`src/rtl/uart_ctrl_pkg.sv`:
```
// Shared definitions for the gh_uart_16550 host-side controller.
// Contents: 16550 register addresses, the DLAB bit, the init step count,
// the controller state type and the bus grant type.
package uart_ctrl_pkg;

  localparam logic [2:0] REG_RBR_THR = 3'd0;
  localparam logic [2:0] REG_IER     = 3'd1;
  localparam logic [2:0] REG_DLL     = 3'd0;
  localparam logic [2:0] REG_DLM     = 3'd1;
  localparam logic [2:0] REG_FCR     = 3'd2;
  localparam logic [2:0] REG_LCR     = 3'd3;

  localparam logic [7:0] LCR_DLAB    = 8'h80;

  // Number of register writes in the initialisation sequence.
  localparam int unsigned INIT_STEPS = 6;

  typedef enum logic [2:0] {
    ST_INIT,
    ST_IDLE,
    ST_TX_WR,
    ST_TX_GAP,
    ST_RX_RD0,
    ST_RX_RD1
  } state_t;

  typedef enum logic {
    GRANT_TX,
    GRANT_RX
  } grant_t;

endpackage

```
`src/rtl/uart_host_ctrl_if.sv`:
```
// Register-port bus between the host controller and the gh_uart_16550 core.
// Signals:
//   uart_cs       chip select
//   uart_wr       write strobe (1=write, 0=read)
//   uart_add[2:0] register address
//   uart_d[7:0]   write data
//   uart_rd[7:0]  read data
//   uart_txrdy_n  low = THR/FIFO can accept a byte
//   uart_rxrdy_n  low = RX data available
// Modports: master = controller side, slave = UART side.
interface uart_host_ctrl_if;
  logic       uart_cs;
  logic       uart_wr;
  logic [2:0] uart_add;
  logic [7:0] uart_d;
  logic [7:0] uart_rd;
  logic       uart_txrdy_n;
  logic       uart_rxrdy_n;

  modport master (
    output uart_cs, uart_wr, uart_add, uart_d,
    input  uart_rd, uart_txrdy_n, uart_rxrdy_n
  );

  modport slave (
    input  uart_cs, uart_wr, uart_add, uart_d,
    output uart_rd, uart_txrdy_n, uart_rxrdy_n
  );
endinterface

```
`src/rtl/uart_init_rom.sv`:
```
// Combinational table of the UART initialisation writes.
// Ports:
//   idx[2:0]      in   init step (0..5)
//   divisor[15:0] in   baud divisor latched at the start of INIT
//   add[2:0]      out  register address for this step
//   d[7:0]        out  data for this step
// Step order: LCR with DLAB set, DLL, DLM, LCR (DLAB clear), FCR, IER.
module uart_init_rom
  import uart_ctrl_pkg::*;
#(
  parameter logic [7:0] LCR_MODE = 8'h03,
  parameter logic [7:0] FCR_VAL  = 8'h07,
  parameter logic [7:0] IER_VAL  = 8'h00
) (
  input  logic [2:0]  idx,
  input  logic [15:0] divisor,
  output logic [2:0]  add,
  output logic [7:0]  d
);

  always_comb begin
    add = '0;
    d   = '0;
    case (idx)
      3'd0: begin add = REG_LCR; d = LCR_MODE | LCR_DLAB; end
      3'd1: begin add = REG_DLL; d = divisor[7:0];        end
      3'd2: begin add = REG_DLM; d = divisor[15:8];       end
      3'd3: begin add = REG_LCR; d = LCR_MODE;            end
      3'd4: begin add = REG_FCR; d = FCR_VAL;             end
      3'd5: begin add = REG_IER; d = IER_VAL;             end
      default: begin add = '0; d = '0; end
    endcase
  end

endmodule

```
`src/rtl/uart_host_ctrl.sv`:
```
// Sequencer/arbiter in front of the gh_uart_16550 register port.
// After reset (or cfg_start in IDLE) it programs LCR/DLAB, divisor, FCR and
// IER, then shares the single register bus between a TX byte stream and
// RX draining, alternating when both want the bus.
// Ports:
//   clk, rst_n        clock, asynchronous active-low reset
//   divisor[15:0]     baud divisor, sampled at the start of INIT
//   cfg_start         re-initialise request, honoured only in IDLE
//   cfg_busy          high while the init sequence runs
//   tx_data/valid/ready  TX byte stream (accept on valid & ready)
//   rx_data/valid/ready  RX byte stream (rx_valid held until rx_ready)
//   bus               UART register bus (master modport)
module uart_host_ctrl
  import uart_ctrl_pkg::*;
#(
  parameter logic [7:0] LCR_MODE = 8'h03,
  parameter logic [7:0] FCR_VAL  = 8'h07,
  parameter logic [7:0] IER_VAL  = 8'h00
) (
  input  logic                    clk,
  input  logic                    rst_n,
  input  logic [15:0]             divisor,
  input  logic                    cfg_start,
  output logic                    cfg_busy,
  input  logic [7:0]              tx_data,
  input  logic                    tx_valid,
  output logic                    tx_ready,
  output logic [7:0]              rx_data,
  output logic                    rx_valid,
  input  logic                    rx_ready,
  uart_host_ctrl_if.master        bus
);

  state_t      state;
  grant_t      last_grant;
  logic [2:0]  idx;
  logic [15:0] div_q;
  logic        cs_q;
  logic        wr_q;
  logic [2:0]  add_q;
  logic [7:0]  d_q;
  logic [2:0]  rom_add;
  logic [7:0]  rom_d;
  logic        tx_pend;
  logic        rx_pend;
  logic        grant_tx;
  logic        grant_rx;

  uart_init_rom #(
    .LCR_MODE (LCR_MODE),
    .FCR_VAL  (FCR_VAL),
    .IER_VAL  (IER_VAL)
  ) u_rom (
    .idx     (idx),
    .divisor (div_q),
    .add     (rom_add),
    .d       (rom_d)
  );

  // Arbitration: a lone requester wins; with both pending the one not
  // served last time wins.
  always_comb begin
    tx_pend  = tx_valid & ~bus.uart_txrdy_n;
    rx_pend  = ~bus.uart_rxrdy_n & ~rx_valid;
    grant_tx = tx_pend & (~rx_pend | (last_grant == GRANT_RX));
    grant_rx = rx_pend & (~tx_pend | (last_grant == GRANT_TX));
    tx_ready = (state == ST_IDLE) & ~cfg_start & grant_tx;
  end

  always_comb begin
    bus.uart_cs  = cs_q;
    bus.uart_wr  = wr_q;
    bus.uart_add = add_q;
    bus.uart_d   = d_q;
  end

  always_ff @(posedge clk or negedge rst_n) begin
    if (!rst_n) begin
      state      <= ST_INIT;
      idx        <= '0;
      div_q      <= '0;
      cfg_busy   <= 1'b1;
      cs_q       <= 1'b0;
      wr_q       <= 1'b0;
      add_q      <= '0;
      d_q        <= '0;
      rx_valid   <= 1'b0;
      rx_data    <= '0;
      last_grant <= GRANT_TX;
    end else begin
      if (rx_valid && rx_ready) rx_valid <= 1'b0;

      case (state)
        ST_INIT: begin
          if (idx == 3'(INIT_STEPS)) begin
            state    <= ST_IDLE;
            cfg_busy <= 1'b0;
            cs_q     <= 1'b0;
            wr_q     <= 1'b0;
            add_q    <= '0;
            d_q      <= '0;
          end else begin
            // Step 0 (LCR/DLAB) does not use the divisor, so latching it
            // here is in time for the DLL/DLM steps that follow.
            if (idx == '0) div_q <= divisor;
            cs_q  <= 1'b1;
            wr_q  <= 1'b1;
            add_q <= rom_add;
            d_q   <= rom_d;
            idx   <= idx + 3'd1;
          end
        end

        ST_IDLE: begin
          if (cfg_start) begin
            state    <= ST_INIT;
            idx      <= '0;
            cfg_busy <= 1'b1;
          end else if (grant_tx) begin
            state      <= ST_TX_WR;
            cs_q       <= 1'b1;
            wr_q       <= 1'b1;
            add_q      <= REG_RBR_THR;
            d_q        <= tx_data;
            last_grant <= GRANT_TX;
          end else if (grant_rx) begin
            state      <= ST_RX_RD0;
            cs_q       <= 1'b1;
            wr_q       <= 1'b0;
            add_q      <= REG_RBR_THR;
            d_q        <= '0;
            last_grant <= GRANT_RX;
          end
        end

        ST_TX_WR: begin
          // Deselect for one cycle so TXRDYn reflects this byte.
          state <= ST_TX_GAP;
          cs_q  <= 1'b0;
          wr_q  <= 1'b0;
          add_q <= '0;
          d_q   <= '0;
        end

        ST_TX_GAP: state <= ST_IDLE;

        ST_RX_RD0: state <= ST_RX_RD1;

        ST_RX_RD1: begin
          state    <= ST_IDLE;
          rx_data  <= bus.uart_rd;
          rx_valid <= 1'b1;
          cs_q     <= 1'b0;
          wr_q     <= 1'b0;
          add_q    <= '0;
          d_q      <= '0;
        end

        default: begin
          state    <= ST_INIT;
          idx      <= '0;
          cfg_busy <= 1'b1;
          cs_q     <= 1'b0;
          wr_q     <= 1'b0;
          add_q    <= '0;
          d_q      <= '0;
        end
      endcase
    end
  end

endmodule

```
`src/flat_wrapper.sv`:
```
// flat-port wrapper written by rule: the top's interface ports become plain ports
module uart_host_ctrl_flat import uart_ctrl_pkg::*;
#(
  parameter logic [7:0] LCR_MODE = 8'h03,
  parameter logic [7:0] FCR_VAL  = 8'h07,
  parameter logic [7:0] IER_VAL  = 8'h00
)
  (clk, rst_n, divisor, cfg_start, cfg_busy, tx_data, tx_valid, tx_ready, rx_data, rx_valid, rx_ready, bus_uart_cs, bus_uart_wr, bus_uart_add, bus_uart_d, bus_uart_rd, bus_uart_txrdy_n, bus_uart_rxrdy_n);
  uart_host_ctrl_if bus_i ();
  input  logic clk;
  input  logic rst_n;
  input  logic [15:0] divisor;
  input  logic cfg_start;
  output logic cfg_busy;
  input  logic [7:0] tx_data;
  input  logic tx_valid;
  output logic tx_ready;
  output logic [7:0] rx_data;
  output logic rx_valid;
  input  logic rx_ready;
  output wire logic [$bits(bus_i.uart_cs)-1:0] bus_uart_cs;
  output wire logic [$bits(bus_i.uart_wr)-1:0] bus_uart_wr;
  output wire logic [$bits(bus_i.uart_add)-1:0] bus_uart_add;
  output wire logic [$bits(bus_i.uart_d)-1:0] bus_uart_d;
  input wire logic [$bits(bus_i.uart_rd)-1:0] bus_uart_rd;
  input wire logic [$bits(bus_i.uart_txrdy_n)-1:0] bus_uart_txrdy_n;
  input wire logic [$bits(bus_i.uart_rxrdy_n)-1:0] bus_uart_rxrdy_n;
  assign bus_uart_cs = bus_i.uart_cs;
  assign bus_uart_wr = bus_i.uart_wr;
  assign bus_uart_add = bus_i.uart_add;
  assign bus_uart_d = bus_i.uart_d;
  assign bus_i.uart_rd = bus_uart_rd;
  assign bus_i.uart_txrdy_n = bus_uart_txrdy_n;
  assign bus_i.uart_rxrdy_n = bus_uart_rxrdy_n;
  uart_host_ctrl #(.LCR_MODE(LCR_MODE), .FCR_VAL(FCR_VAL), .IER_VAL(IER_VAL)) u_core (.clk(clk), .rst_n(rst_n), .divisor(divisor), .cfg_start(cfg_start), .cfg_busy(cfg_busy), .tx_data(tx_data), .tx_valid(tx_valid), .tx_ready(tx_ready), .rx_data(rx_data), .rx_valid(rx_valid), .rx_ready(rx_ready), .bus(bus_i));
endmodule
```
`config.mk`:
```
export PLATFORM = sky130hd
export DESIGN_NAME = uart_host_ctrl_flat
export DESIGN_NICKNAME = d
export VERILOG_FILES = /design/src/rtl/uart_ctrl_pkg.sv /design/src/rtl/uart_host_ctrl_if.sv /design/src/rtl/uart_init_rom.sv /design/src/rtl/uart_host_ctrl.sv /design/src/flat_wrapper.sv
export SDC_FILE = /design/constraint.sdc
export NUM_CORES = 1
export LEC_CHECK = 0
export CAP_MARGIN = 20
export CORE_ASPECT_RATIO = 0.7
export CORE_MARGIN = 2
export CORE_UTILIZATION = 40
export DETAILED_ROUTE_END_ITERATION = 7
export PLACE_DENSITY = 0.72
export SLEW_MARGIN = 20
export SYNTH_ARGS = -nofsm -noshare
export SYNTH_HDL_FRONTEND = slang
export SYNTH_SLANG_ARGS = --single-unit
```
`constraint.sdc`:
```
create_clock -name clk -period 1.9 [get_ports clk]
set_input_delay 0.38 -clock clk [delete_from_list [all_inputs] [get_ports clk]]
set_output_delay 0.38 -clock clk [all_outputs]
set_load 0.02 [all_outputs]
```
==> impl_metrics.toml <==
[drt]
dr_wl_met3_um = 309
top_layer = "met4"
drt-met1-wl_mm = 2.56
finalWirelength_mm = 4.94
drc = 0
ant_nets = 0
num_vias = 1686
wire_per_inst_um = 14.8
first_pass_iters = 4
met2_length_mm = 2.05
drt_iter0_drc = 51
via_per_inst = 5.05

[synthesis]
syn_nets = 226
synth_top_area_share_pct = 49.5
synthCells = 180
synthXorXnorAreaFrac_pct = 0
yosysSeqAreaShare_pct = 50.6
netlist_area_um2 = 2230
yosys.area.top_type = "dfrtp_1"
yosysUniqueCellTypes = 42
synth-simple-area-share_pct = 9.27
synth_common_cells = "dfrtp_1 (44), mux2_2 (14), mux2_4 (10), o2bb2ai_1 (10)"
synth_most_common_cell = "dfrtp_1"
synthTopCellsByArea = "dfrtp_1 (49%), mux2_2 (7.1%), mux2_4 (6.7%)"
synth.area.mux_share_pct = 14.3
syn_avg_cell_area_um2 = 12.4
ys.warnings.count = 0
synth_edf_count = 0
synth_top_family_by_area = "compound AO/OA/AOI/OAI gates"
ys_ff_latch = 45
synth-compound-area-share_pct = 17.8
synth_ff_type = "dfrtp_1"
synth_fa_ha_area_share_pct = 3.93
postSynth.asyncResetShare_pct = 100

[placement]
hpwl_mm = 3.62
gp_congestion = 0.817
dp_cells = 324
io_buffer_count = 61

[timing]
period_share_pct = 95.5
relSlewSlack_pct = 62.8
tightest_slew_ps = 558
fin_skew_ps = 7.44
min_period_ps = 1810
finalSetupViolCount = 0
finalSetupTns_ps = 0
max_freq_ghz = 0.551
finalHoldViolations = 0
finalMaxSlewViolations = 0
rsz0062_at_grt = "false"

[layout]
area_delta_synth_final_pct = 42.2
nNetsFinal = 307
n_antenna_cell = 0
final_cells = 334
final_layout_size_suffix_gt1_share_pct = 26.3
utilization_pct = 59.6

[worst_setup_path]
cp_slowest_cell = "clkdlybuf4s50_1"
ff2ff_setup_slack_ps = 130
startpoint = "u_core.cfg_busy"
critPathLaunchType = "register"
rr_worst_depth = 7
worst_path_largest_cell_delay_ps = 620
path_cells = "clkdlybuf4s50_1"
worst-path-buf-inv = 1
cp-endpoint = "cfg_busy"
critPathCaptureType = "primary output"
crit_family = "buffers and inverters"
cp_num_cells = 1
cp.required_ps = 1520
crit_fanout = 2
critPathKind = "register to primary output"
r2r-start = "u_core.state[1]"
r2r-end = "u_core.idx[2]"
crit_arrival_ps = 1430

[floorplanning]
num_rows = 22
coreArea_um2 = 5310
ios = 63
die_area_um2 = 6190
die_y_um = 66.4
dieWidth_um = 93.2
initial_core_util_pct = 41.9

[run_status]
status = "finished clean"

[job]
drv_cap = 0

[grt]
grt.overflow.total = 0
grt_pass1_vias = 1626
antenna_found_initial = 0
grt_first_pass_wirelength_mm = 7.94
grt_use_total_pct = 16.5
grt_max_degree = 46

[worst_hold_path]
hold_path.class = "primary input to asynchronous set/reset pin"

[pwr]
p_leak_nw = 1.38
clkPwrFrac_pct = 13.3
internal-power_w = 0.00338
switchingPower_w = 0.00199
p_seq_share_pct = 30.9
p_per_area_nw_per_um2 = 1700
combPwrFrac_pct = 55.8
finalPower_w = 0.00537
p_sw_share_pct = 37.1
ir_drop_v = 0.000830

[clock_network]
clock-sinks = 45
path_clk_slew_ps = 90
htreeDepth = 2
cts_tree = "done"
clk_latency_ps = 290
cts.path.max_buffers = 2
cts_root_buf = "clkbuf_8"
cts_buffers = 5
repair_timing:
action | in CTS | in global routing
endpoints found under the hold margin | 0 | 0
hold buffers | 0 | 0
pin swaps | 1 | 4
resized for setup | 4 | 6
setup buffers | 0 | 2
setup endpoints to repair | 1 | 4
sequential cells by signal, summed over array words and instances (netlist names):
register,flops
u_core.idx,3
u_core.rx_valid,1
u_core.last_grant,1
u_core.bus.uart_d,8
u_core.cfg_busy,1
u_core.state,3
u_core.bus.uart_wr,1
u_core.bus.uart_cs,1
u_core.rx_data,8
u_core.div_q,16
u_core.bus.uart_add,2
worst min-delay path by stage:
stage                              start                      to  slack (ps)  cells after the start
global placement         u_core.cfg_busy         u_core.cfg_busy         490                      2
global route                       rst_n       u_core.rx_data[6]         220                      2
CTS                                rst_n         u_core.state[0]         190                      2
floorplan                          rst_n  u_core.bus.uart_add[0]          80                      0
detailed placement  u_core.bus.uart_d[3]    u_core.bus.uart_d[3]         480                      1
finish                             rst_n       u_core.rx_data[6]         170                      2
logic make-up after synthesis:
logic type	after synthesis
DFF	45
AOI/OAI and AO/OA	52
other	1
buffers and inverters	17
adders and majority gates	7
muxes	25
and+or+nand+nor	33
power by group through the flow:
stage	Sequential [W]	Combinational [W]	Clock (W)
finish	0.00166	0.00300	0.000716
global route	0.00170	0.00326	0.000784
CTS	0.00166	0.00297	0.000741
detailed placement	0.00166	0.00296	0
global placement	0.00167	0.00291	0
floorplan	0.00184	0.00173	0
cell usage in the layout (no fill, tap or decap), drive strengths merged, types with 2 or more instances in the layout:
master / instances
clkdlybuf4s50: 59
dfrtp: 44
buf: 24
mux2: 24
o2bb2ai: 10
o21ai: 10
nor2: 10
a22oi: 9
inv: 8
ha: 7
nor3: 6
a22o: 5
clkbuf: 5
nand2: 5
a21oi: 5
nor4b: 2
a2111oi: 2
nand3: 2
o22ai: 2
and3: 2
a221o: 2
or2: 2
per-stage QoR:
stage / setup slack [ps] / area (µm²) / hold WS [ps]
after floorplan: 114 / 2230 / 84.4
after global routing: 1.14 / 3160 / 222
after detailed placement: -377 / 3010 / 476
final: 85.5 / 3160 / 167
after global placement: -334 / 3010 / 486
after CTS: 0.230 / 3140 / 190
cell type report:
class                      instances  area [µm²]
clock buffer                       5        68.8
clock inverter                     3        46.3
fill                             436        2150
inverter                           8        30.0
multi-input combinational        118        1030
sequential                        45        1130
tap                               72        90.1
timing repair buffer              83         772
layer usage:
layer  GRT usage, %  vias up
li1               -      827
met1           24.5      807
met2           24.1       50
met3           4.90        2
met4           2.76        0
met5              0        -
Power figures use the tool's default switching activity.
